### config.mk
export PLATFORM = sky130hd
export DESIGN_NAME = pipe_skid_reg
export DESIGN_NICKNAME = d
export VERILOG_FILES = /design/src/rtl/pipe_skid_reg.sv
export SDC_FILE = /design/constraint.sdc
export NUM_CORES = 1
export LEC_CHECK = 0
export ABC_AREA = 1
export CORE_ASPECT_RATIO = 1.2
export CORE_MARGIN = 2
export CORE_UTILIZATION = 45
export CTS_BUF_LIST = sky130_fd_sc_hd__clkbuf_16
export DETAILED_ROUTE_END_ITERATION = 6
export GPL_TIMING_DRIVEN = 0
export PLACE_DENSITY = 0.77
export SLEW_MARGIN = 25
export SYNTH_ARGS = -nofsm -noshare
export SYNTH_HDL_FRONTEND = slang
export SYNTH_SLANG_ARGS = --single-unit
### constraint.sdc
create_clock -name clk -period 2.1 [get_ports clk]
set_clock_uncertainty 0.2 [all_clocks]
set_input_delay 0.63 -clock clk [delete_from_list [all_inputs] [get_ports clk]]
set_output_delay 0.63 -clock clk [all_outputs]
set_load 0.05 [all_outputs]
### src/rtl/pipe_skid_reg.sv
// Pipeline stage register with a valid/ready handshake and a two-entry skid buffer.
// Carries an opaque payload and counts downstream bubble cycles (saturating).
//
// state   | meaning
// --------+---------------------------------------------------------------
// S_EMPTY | nothing held, out_data shows BUBBLE_VAL
// S_ONE   | one entry in main register, skid unused
// S_FULL  | main holds the head, skid holds the next entry; in_ready low
module pipe_skid_reg #(
  parameter int                DATA_W     = 32,
  parameter logic [DATA_W-1:0] BUBBLE_VAL = '0,
  parameter int                CNT_W      = 16
) (
  input  logic              clk,
  input  logic              rst,
  input  logic              flush,
  input  logic              in_valid,
  output logic              in_ready,
  input  logic [DATA_W-1:0] in_data,
  output logic              out_valid,
  input  logic              out_ready,
  output logic [DATA_W-1:0] out_data,
  output logic [1:0]        occupancy,
  input  logic              cnt_clr,
  output logic [CNT_W-1:0]  bubble_cnt
);

  typedef enum logic [1:0] {
    S_EMPTY = 2'd0,
    S_ONE   = 2'd1,
    S_FULL  = 2'd2
  } state_t;

  localparam logic [CNT_W-1:0] CNT_MAX = '1;

  state_t              r_state;
  logic [DATA_W-1:0]   r_main;
  logic [DATA_W-1:0]   r_skid;
  logic [CNT_W-1:0]    r_bubble_cnt;

  logic                w_accept;
  logic                w_fire;
  logic                w_bubble;

  // Handshake flags come only from the state register, so in_ready never sees out_ready.
  assign in_ready   = (r_state != S_FULL);
  assign out_valid  = (r_state != S_EMPTY);
  assign w_accept   = in_valid & in_ready;
  assign w_fire     = out_valid & out_ready;
  assign w_bubble   = out_ready & ~out_valid;

  assign out_data   = r_main;
  assign occupancy  = r_state;
  assign bubble_cnt = r_bubble_cnt;

  always_ff @(posedge clk) begin
    if (rst) begin
      r_state <= S_EMPTY;
      r_main  <= BUBBLE_VAL;
      r_skid  <= BUBBLE_VAL;
    end else if (flush) begin
      // An accept on this cycle still completes upstream; its payload is simply dropped.
      r_state <= S_EMPTY;
      r_main  <= BUBBLE_VAL;
    end else begin
      case (r_state)
        S_EMPTY: begin
          if (w_accept) begin
            r_state <= S_ONE;
            r_main  <= in_data;
          end
        end
        S_ONE: begin
          if (w_accept && w_fire) begin
            r_main <= in_data;
          end else if (w_accept) begin
            r_state <= S_FULL;
            r_skid  <= in_data;
          end else if (w_fire) begin
            r_state <= S_EMPTY;
            r_main  <= BUBBLE_VAL;
          end
        end
        S_FULL: begin
          if (w_fire) begin
            r_state <= S_ONE;
            r_main  <= r_skid;
          end
        end
        default: begin
          r_state <= S_EMPTY;
          r_main  <= BUBBLE_VAL;
        end
      endcase
    end
  end

  // Flush deliberately leaves the counter alone; clear beats a same-cycle increment.
  always_ff @(posedge clk) begin
    if (rst) begin
      r_bubble_cnt <= '0;
    end else if (cnt_clr) begin
      r_bubble_cnt <= '0;
    end else if (w_bubble && (r_bubble_cnt != CNT_MAX)) begin
      r_bubble_cnt <= r_bubble_cnt + CNT_W'(1);
    end
  end

endmodule

==> metrics.txt <==
run status completed; Initial Util 0.458; Max Root-Sink Buffers 2; routability cong. 0.868; Cell variety after synth 25; Core Rows 36; width of the die 86.7 um; Setup TNS 0 ns; TritonCTS Buffers 9; critical path launch point type flop; Detailed Place HPWL 6850 um; WL final 9650 um; layout cells sized above 1 0.111; Buffers on Ports 88; first-pass detailed-route iteration total 4; worst rel slew slack 0.643; crit path DAT 1.24 ns; #FFs+latches synth 82; period utilization 0.986; setup violators final 0; DR vias 3825; Worst Setup SP occupancy[1]; die area 8950 um^2; antenna violations before repair 0; grt ovf 0; cell area power density 711 nW/um^2; Final Hold Vio Count 0; Worst Hold Slack 0.259 ns; DRC violations left 0; kind of critical path flop to output port; Max Fclk 0.483 GHz; Worst VDD drop 0.504 mV; Final Max Tran Viols 0; Yosys top cell area share 0.445; Reg2Reg Setup Slack 0.14 ns; crit path to in_ready; max-cap check violation count 0; Sw Share 0.262; FF-to-FF Start bubble_cnt[1]; worst hold path type flop to flop; clock network power share 0.433; Synth Flop Type dfxtp_1; Synth area leaders dfxtp_1, nand2_1, a21oi_1; WP data required 1.27 ns; clk slew on worst S/H paths 0.06 ns; first-pass GRT wire length 15700 um; largest net degree at the start of global routing 15; Tot Pwr 3.61 mW; antenna-violating nets left 0; Syn Std Cell Area 3690 um^2; Synth area leader dfxtp_1; Gate power share 0.123; Internal 2.66 mW; CP Capture Type output port; nets 703; # IOs 90; syn nets 598; drt wl/cell 12.6 um; Antenna Cells 0; TritonCTS clock tree yes; Core ar. 8060 um^2; reg-to-reg endpoint bubble_cnt[1]; Syn. warnings 0; Sink Count 82; Filler Cell Count 750; Sequential Power Share 0.444; depth of the CTS H-tree 3; Tmin final 2.07 ns; initial drt markers 118; area grow syn2layout 37.5%; Total GRT Usage 0.222; Die Y 103 um; slew at the pin closest to its max-slew limit 0.537 ns; switching pwr 0.947 mW; crit path max fanout 6; r2r worst-path depth 9; register area share after synthesis 0.445; Post-synth ARST share 0; Clk Latency, worst-skew pair 0.35 ns; Post-synth EDFFs 0; vias in the first global route 3529; Post-CTS Hold Fix Bufs 0; Avg Inst Size Synth 6.61 um^2; clock root buffer clkbuf_16; Mapped Cells 559; Vias/cell 5.01; Leakage 2.17 nW
worst max-delay path, cell delays in order, from the launching register on:
cell,delay [ns]
dfxtp_4,0.37
inv_2,0.06
nor2_4,0.13
buf_6,0.12
inv_1,0.06
buf_6,0.15
cells in the mapped netlist, types with 2 or more instances:
cell type  instances
a211oi_1           2
a21oi_1           76
buf_2             10
buf_4              3
buf_6              3
clkbuf_1          13
dfxtp_1           82
inv_1             22
inv_2              2
nand2_1          281
nand2_2            3
nand3_1            7
nand4_1            7
nor2_1            28
o21ai_0            4
o21ai_2            2
xnor2_1            3
xor2_1             4
through the flow:
stage               utilization  instance area (um^2)  setup WS (ns)  instances
floorplan                     -                  3700         0.0386        559
global placement          0.583                  4700         -0.609        742
detailed placement        0.583                  4700         -0.644        742
CTS                       0.621                  5010         -0.104        759
global route              0.630                  5080        -0.0128        764
finish                    0.630                  5080         0.0304        764
placed cells by master, fill, tap and decap left out, drive strengths merged, types with 7 or more instances in the layout:
master	Yosys	layout
buf	16	22
clkdlybuf4s15	0	16
nor2	29	29
nand4	7	7
clkdlybuf4s50	0	34
clkbuf	13	26
dfxtp	82	82
nand2	284	284
a21oi	76	76
inv	24	25
nand3	7	7
dlygate4sd2	0	32
kinds of logic (layout without fill, tap and decap cells):
kind of cell	count (synthesis)	after routing	share of synthesized area
simple gates	330	330	0.349
compound gates	84	84	0.117
flops	82	82	0.445
buf+inv	55	165	0.0688
xor+xnor	7	7	0.0166
fa+ha+maj	1	1	0.00339
final cells by class:
type / instances / area, um^2 / share of cell area
Multi-Input combinational cell: 422 / 1830 / 0.360
Sequential cell: 82 / 1650 / 0.325
Timing Repair Buffer: 94 / 898 / 0.177
Clock buffer: 9 / 225 / 0.0444
Buffer: 29 / 190 / 0.0375
Tap cell: 95 / 119 / 0.0234
Inverter: 26 / 98.8 / 0.0195
Clock inverter: 7 / 67.6 / 0.0133
state kept, by name, summed over array words and instances, names as in the netlist:
register	count
out_data	32
occupancy	2
r_skid	32
bubble_cnt	16
power groups by stage:
stage	Combinational [mW]	Sequential (mW)	Clock, mW
floorplan	0.177	1.73	0
global placement	0.444	1.64	0
detailed placement	0.449	1.64	0
CTS	0.440	1.60	1.58
global route	0.484	1.61	1.65
finish	0.444	1.60	1.56
per-layer routing:
layer	wire length (um)	part of all wire	global-route usage
met1	4180	0.43	0.267
met2	4840	0.50	0.376
met3	439	0.045	0.0460
met4	197	0.020	0.111
met5	0	0	0
what timing repair did:
| action | 4_1_cts | 5_1_grt |
|---|---|---|
| endpoints found under the setup margin | 106 | 78 |
| resized for setup | 103 | 20 |
| pin swaps | 1 | 1 |
| setup buffers | 1 | 5 |
| gates cloned | 0 | 0 |
how the worst min path moves through the flow:
stage / depth (start not counted) / end / slack, ns / startpoint
final: 2 / out_data[17] / 0.26 / out_data[17]
after global routing: 2 / r_skid[17] / 0.28 / r_skid[17]
after CTS: 2 / out_data[7] / 0.26 / out_data[7]
after detailed placement: 2 / r_skid[5] / 0.25 / r_skid[5]
after global placement: 2 / r_skid[0] / 0.25 / r_skid[0]
after floorplan: 2 / r_skid[25] / 0.24 / r_skid[25]
Note: power is estimated with default switching activity, not from simulation.
==> RTL edit 1: new RTL, same flow settings <==
`DATA_W`: 32 -> 64.
--- a/src/rtl/pipe_skid_reg.sv
+++ b/src/rtl/pipe_skid_reg.sv
@@ -7,7 +7,7 @@
 // S_ONE   | one entry in main register, skid unused
 // S_FULL  | main holds the head, skid holds the next entry; in_ready low
 module pipe_skid_reg #(
-  parameter int                DATA_W     = 32,
+  parameter int                DATA_W     = 64,
   parameter logic [DATA_W-1:0] BUBBLE_VAL = '0,
   parameter int                CNT_W      = 16
 ) (
Interface: changed (resized in_data and out_data); port bits go from 90 to 154. No check against the original RTL was run, so the function may have changed too.
==> RTL edit 1 against the original RTL <==
The run now ends with setup timing left. First-iteration DRC count increased to 3.7 times the old value. Synthesized area increased by 69%. Routed wire length increased by 91%. Sequential cell count increased by 64. Utilization decreased by 0.30 points. Worst setup slack got worse by 60 ps. Total power increased by 88%. Largest cell class is now registers. Final area increased by 69%.
==> RTL edit 1: results (changes against the original RTL) <==
[synthesis]
yosys-top-cells-count = 278 x nand2_1, 146 x dfxtp_1, 121 x o21ai_0  ; was 281 x nand2_1, 82 x dfxtp_1, 76 x a21oi_1
synth_fa_ha_area_share_pct = 0.200  ; was 0.339%
synthXorXnorAreaFrac_pct = 0.840  ; was 1.66%
seq_area_frac_synth_pct = 46.7  ; was 44.5%
syn-num-nets = 973  ; was 598
synthCells = 902  ; was 559
yosysUniqueCellTypes = 23  ; was 25
synthTopCellsByArea = dfxtp_1 47%, nand2_1 17%, o21ai_0 9.7%  ; was dfxtp_1 44%, nand2_1 29%, a21oi_1 10%

[power_and_ir_drop]
pwr-share-seq_pct = 42.5  ; was 44.4%
ir_drop_v = 0.000487  ; was 0.000504 V
comb_power_uw = 861  ; was 444 µW
p_leak_nw = 3.49  ; was 2.17 nW
comb_power_share_pct = 12.6  ; was 12.3%
p_switching_mw = 1.79  ; was 947 µW

[setup_path]
path_max_fanout = 3  ; was 6
arrival_ps = 1300  ; was 1240 ps
cpPeakStageDelay_ps = 350  ; was 370 ps
crit_slowest_cell = dfxtp_4  ; unchanged

[global_route]
grt_antenna_before_repair = 0  ; unchanged
grt_use_met3_pct = 5.96  ; was 4.60%
grt_use_met2_pct = 42.8  ; was 37.6%
grt_usage_pct = 24.2  ; was 22.2%
grt_pass1_wl_mm = 29.4  ; was 15.7 mm
grt_max_degree = 19  ; was 15
use_met1_pct = 28.5  ; was 26.7%
grt_pass1_vias = 6218  ; was 3529

[placement]
gp_congestion = 0.806  ; was 0.868
dp_hpwl_mm = 12.8  ; was 6.85 mm
placement.io_buffers = 153  ; was 88
place_ws_ps = -776  ; was -644 ps
placed_area_mm2 = 0.00801  ; was 0.00470 mm²

[status]
violations = setup timing
status = finished, violations left  ; was finished clean

[detailed_routing]
drt_wl_total_mm = 18.4  ; was 9.65 mm
drtIter0Drc = 438  ; was 118
wl_met3_mm = 1.05  ; was 439 µm
vias = 6446  ; was 3825
wl_met1_mm = 7.83  ; was 4.18 mm
drtPass1Iterations = 7  ; was 4
wl_met2_mm = 9.17  ; was 4.84 mm

[layout]
drive_gt1_share_pct = 17.6  ; was 11.1%
nNetsFinal = 1155  ; was 703
final-instance-count-excl-fill = 1268  ; was 764

[timing]
fin_tns_setup_ps = -29.7  ; was 0 ps
worst_pin_slew_ps = 521  ; was 537 ps
final-setup-viol-count = 1  ; was 0
finalWorstSetupSlack_ps = -29.7  ; was 30.4 ps

[clock_network]
clk_latency_ps = 420  ; was 350 ps
cts_resized = 248  ; was 103
htree_levels = 4  ; was 3
cts_buffers = 17  ; was 9
cts_root_buf = clkbuf_16  ; unchanged
post_cts_buffers = 7  ; was 1

-- RTL edit 1: changes by cell type after synthesis, moves of 4 or more --
cell      delta
a21oi_1     +40
buf_2       +15
clkbuf_1    +15
dfxtp_1     +64
inv_1       +34
inv_2        +4
nor2_1      +50
o21ai_0    +117
o21ai_1     +13
-- RTL edit 1: cell type report --
cell class | instances | area [µm²]
plain buffers | 55 | 283
clock buffers | 17 | 425
clock inverters | 15 | 169
fillers | 1233 | 5120
inverters | 62 | 236
multi-input cells | 637 | 2870
flip-flops and latches | 146 | 2940
well taps | 171 | 214
repair buffers | 165 | 1450
-- RTL edit 1: worst paths after layout --
kind / start / end / slack (ps) / cells past startpoint
max reg2reg: bubble_cnt[0] / bubble_cnt[9] / 130 / 9
min reg2reg: out_data[9] / out_data[9] / 260 / 2
max: occupancy[1] / in_ready / -30 / 5
min: out_data[9] / out_data[9] / 260 / 2
==> RTL edit 2: new RTL, same flow settings <==
Without the edit above. Put one more register stage on the output `bubble_cnt`, without a reset. The value now appears one clock later. The other outputs are not delayed to match.
--- a/src/rtl/pipe_skid_reg.sv
+++ b/src/rtl/pipe_skid_reg.sv
@@ -51,7 +51,9 @@
 
   assign out_data   = r_main;
   assign occupancy  = r_state;
-  assign bubble_cnt = r_bubble_cnt;
+  always_ff @(posedge clk) begin
+    bubble_cnt <= r_bubble_cnt;
+  end
 
   always_ff @(posedge clk) begin
     if (rst) begin
Function: changed (Yosys sat finds a counterexample within 4 cycles, from zero or initial values and one cycle with rst high).
==> RTL edit 2 against the original RTL <==
Synthesized cell count shrank 3.6%. Sequential cell count rose by 16. Utilization shrank 1.1 points. Worst hold slack lost 59 ps. Final cell count shrank 0.26%. Total power grew 6.7%. Die area increased by 5.8%. Fmax hardly changed. Worst setup slack improved by 2.1 ps. Synthesized area is 6.1% higher. Final area is 3.7% higher. Routed wire length is 2.3% higher. Largest cell class is now registers. Largest power group unchanged.
==> RTL edit 2: results (changes against the original RTL) <==
[global_route]
grt_antenna_before_repair = 0  ; unchanged
grt_usage_pct = 21.6  ; was 22.2%
grt_pass1_vias = 3662  ; was 3529
grt_max_degree = 16  ; was 15
grt_pass1_wl_mm = 16.3  ; was 15.7 mm

[timing]
relSlewSlack_pct = 66.7  ; was 64.3%
hold_viol = 0  ; unchanged
finalCriticalPeriod_ps = 2070  ; about the same

[clock_network]
cts_buffers = 9  ; unchanged
clk_latency_ps = 340
htree_levels = 3  ; unchanged
cts_tree = yes  ; unchanged
cts_root_buf = clkbuf_16  ; unchanged
cts_buffer_depth = 2  ; unchanged
cts.clk_slew.worst_paths_ps = 60  ; about the same

[layout]
nNetsFinal = 680  ; was 703
antenna_cells = 0  ; unchanged
drive_gt1_share_pct = 7.91  ; was 11.1%

[detailed_routing]
drtPass1Iterations = 4  ; unchanged
drtIter0Drc = 171  ; was 118
vias = 3819  ; was 3825
drt_wl_total_mm = 9.87  ; was 9.65 mm

[setup_path]
arrival_ps = 1240  ; about the same
critical-path-top-delay-family = buffers and inverters  ; unchanged
r2r_slack_ps = 170  ; was 140 ps
r2r_start = r_bubble_cnt[0]  ; was bubble_cnt[1]
ff2ff_path_depth = 9  ; unchanged
path_max_fanout = 2  ; was 6
cpPeakStageDelay_ps = 540  ; was 370 ps
crit_slowest_cell = dlygate4sd2_1  ; was dfxtp_4
r2r_end = r_bubble_cnt[10]  ; was bubble_cnt[1]

[placement]
place_ws_ps = -485  ; was -644 ps
placed_area_mm2 = 0.00496  ; was 0.00470 mm²
dp_hpwl_mm = 6.96  ; was 6.85 mm
gp_congestion = 0.889  ; was 0.868
placement.io_buffers = 89  ; was 88

[power_and_ir_drop]
switching_share_pct = 26.0  ; was 26.2%
ir_drop_v = 0.000446  ; was 0.000504 V
p_leak_nw = 2.18  ; was 2.17 nW

[min_path]
min_from = r_bubble_cnt[8]  ; was out_data[17]
worstHoldPathType = register to register  ; unchanged
hold-path-cell-count = 0  ; was 2
min_to = bubble_cnt[8]  ; was out_data[17]

[synthesis]
async_flop_share_pct = 0  ; unchanged
yosys-top-cells-count = 159 x nand2_1, 98 x dfxtp_1, 79 x a21oi_1  ; was 281 x nand2_1, 82 x dfxtp_1, 76 x a21oi_1
synthTopCellsByArea = dfxtp_1 50%, nand2_1 15%, a21oi_1 10%  ; was dfxtp_1 44%, nand2_1 29%, a21oi_1 10%
yosysUniqueCellTypes = 23  ; was 25
yosys_warnings = 0  ; unchanged
seq_area_frac_synth_pct = 50.1  ; was 44.5%
syn-num-nets = 578  ; was 598

[status]
status = finished clean  ; unchanged

RTL edit 2: cell types whose count changed in the layout (fill, tap and decap cells not counted), moves of 12 or more:
cell             unedited run  this run
nand2_1                   281       159
o21ai_0                     4        65
inv_1                      21        48
dlygate4sd2_1              32        50
dfxtp_1                    78        94
clkdlybuf4s15_2            12         0
RTL edit 2: repair_timing:
| item | in CTS | in global routing |
|---|---|---|
| buffers inserted | 0 | 2 |
| endpoints found under the setup margin | 95 | 62 |
| pin swaps | 0 | 3 |
| gates resized for setup | 76 | 32 |
RTL edit 2: cell families after synthesis:
family | synth area share (%)
simple gates | 20.2
compound gates | 19.4
flops | 50.1
buf+inv | 8.62
xor+xnor | 1.34
fa+ha+maj | 0.319
RTL edit 2: final cells by class:
type | count | area [µm²]
clock inverters | 6 | 35.0
repair buffers | 91 | 841
multi-input cells | 361 | 1670
clock buffers | 9 | 225
well taps | 117 | 146
plain buffers | 28 | 184
inverters | 52 | 198
flip-flops and latches | 98 | 1970
fillers | 788 | 3250
RTL edit 2: layer usage:
metal | wire (µm) | GRT usage, % | vias to the layer above | part of all wire (%)
met1 | 4120 | 26.2 | 1756 | 42
met3 | 562 | 4.11 | 12 | 5.7
met5 | 0 | 0 | - | 0
met4 | 142 | 8.00 | 0 | 1.4
li1 | - | - | 1931 | -
met2 | 5050 | 37.4 | 120 | 51
RTL edit 2: through the flow:
step                      hold slack [ps]  instances  TNS [ps]
after floorplan                       164        539         0
after global placement                189        745    -25360
after detailed placement              185        745    -28340
after CTS                             200        760      -143
after global routing                  221        762         0
final                                 200        762         0
RTL edit 2: worst max-delay path by stage:
stage                  from            to  cells past startpoint
2_1_floorplan  occupancy[0]  out_data[10]                      8
3_3_place_gp      out_ready  out_data[23]                      8
3_5_place_dp      out_ready   out_data[2]                      8
4_1_cts        occupancy[1]      in_ready                      5
5_1_grt         out_data[0]   out_data[0]                      1
6_report        out_data[0]   out_data[0]                      1
RTL edit 2: power groups by stage:
| stage | Clock (mW) | Combinational (mW) | Sequential [mW] |
|---|---|---|---|
| 3_5_place_dp | 0 | 0.458 | 1.96 |
| 3_3_place_gp | 0 | 0.450 | 1.96 |
| 2_1_floorplan | 0 | 0.178 | 2.05 |
| 5_1_grt | 1.56 | 0.505 | 1.92 |
| 6_report | 1.48 | 0.460 | 1.92 |
| 4_1_cts | 1.50 | 0.448 | 1.92 |
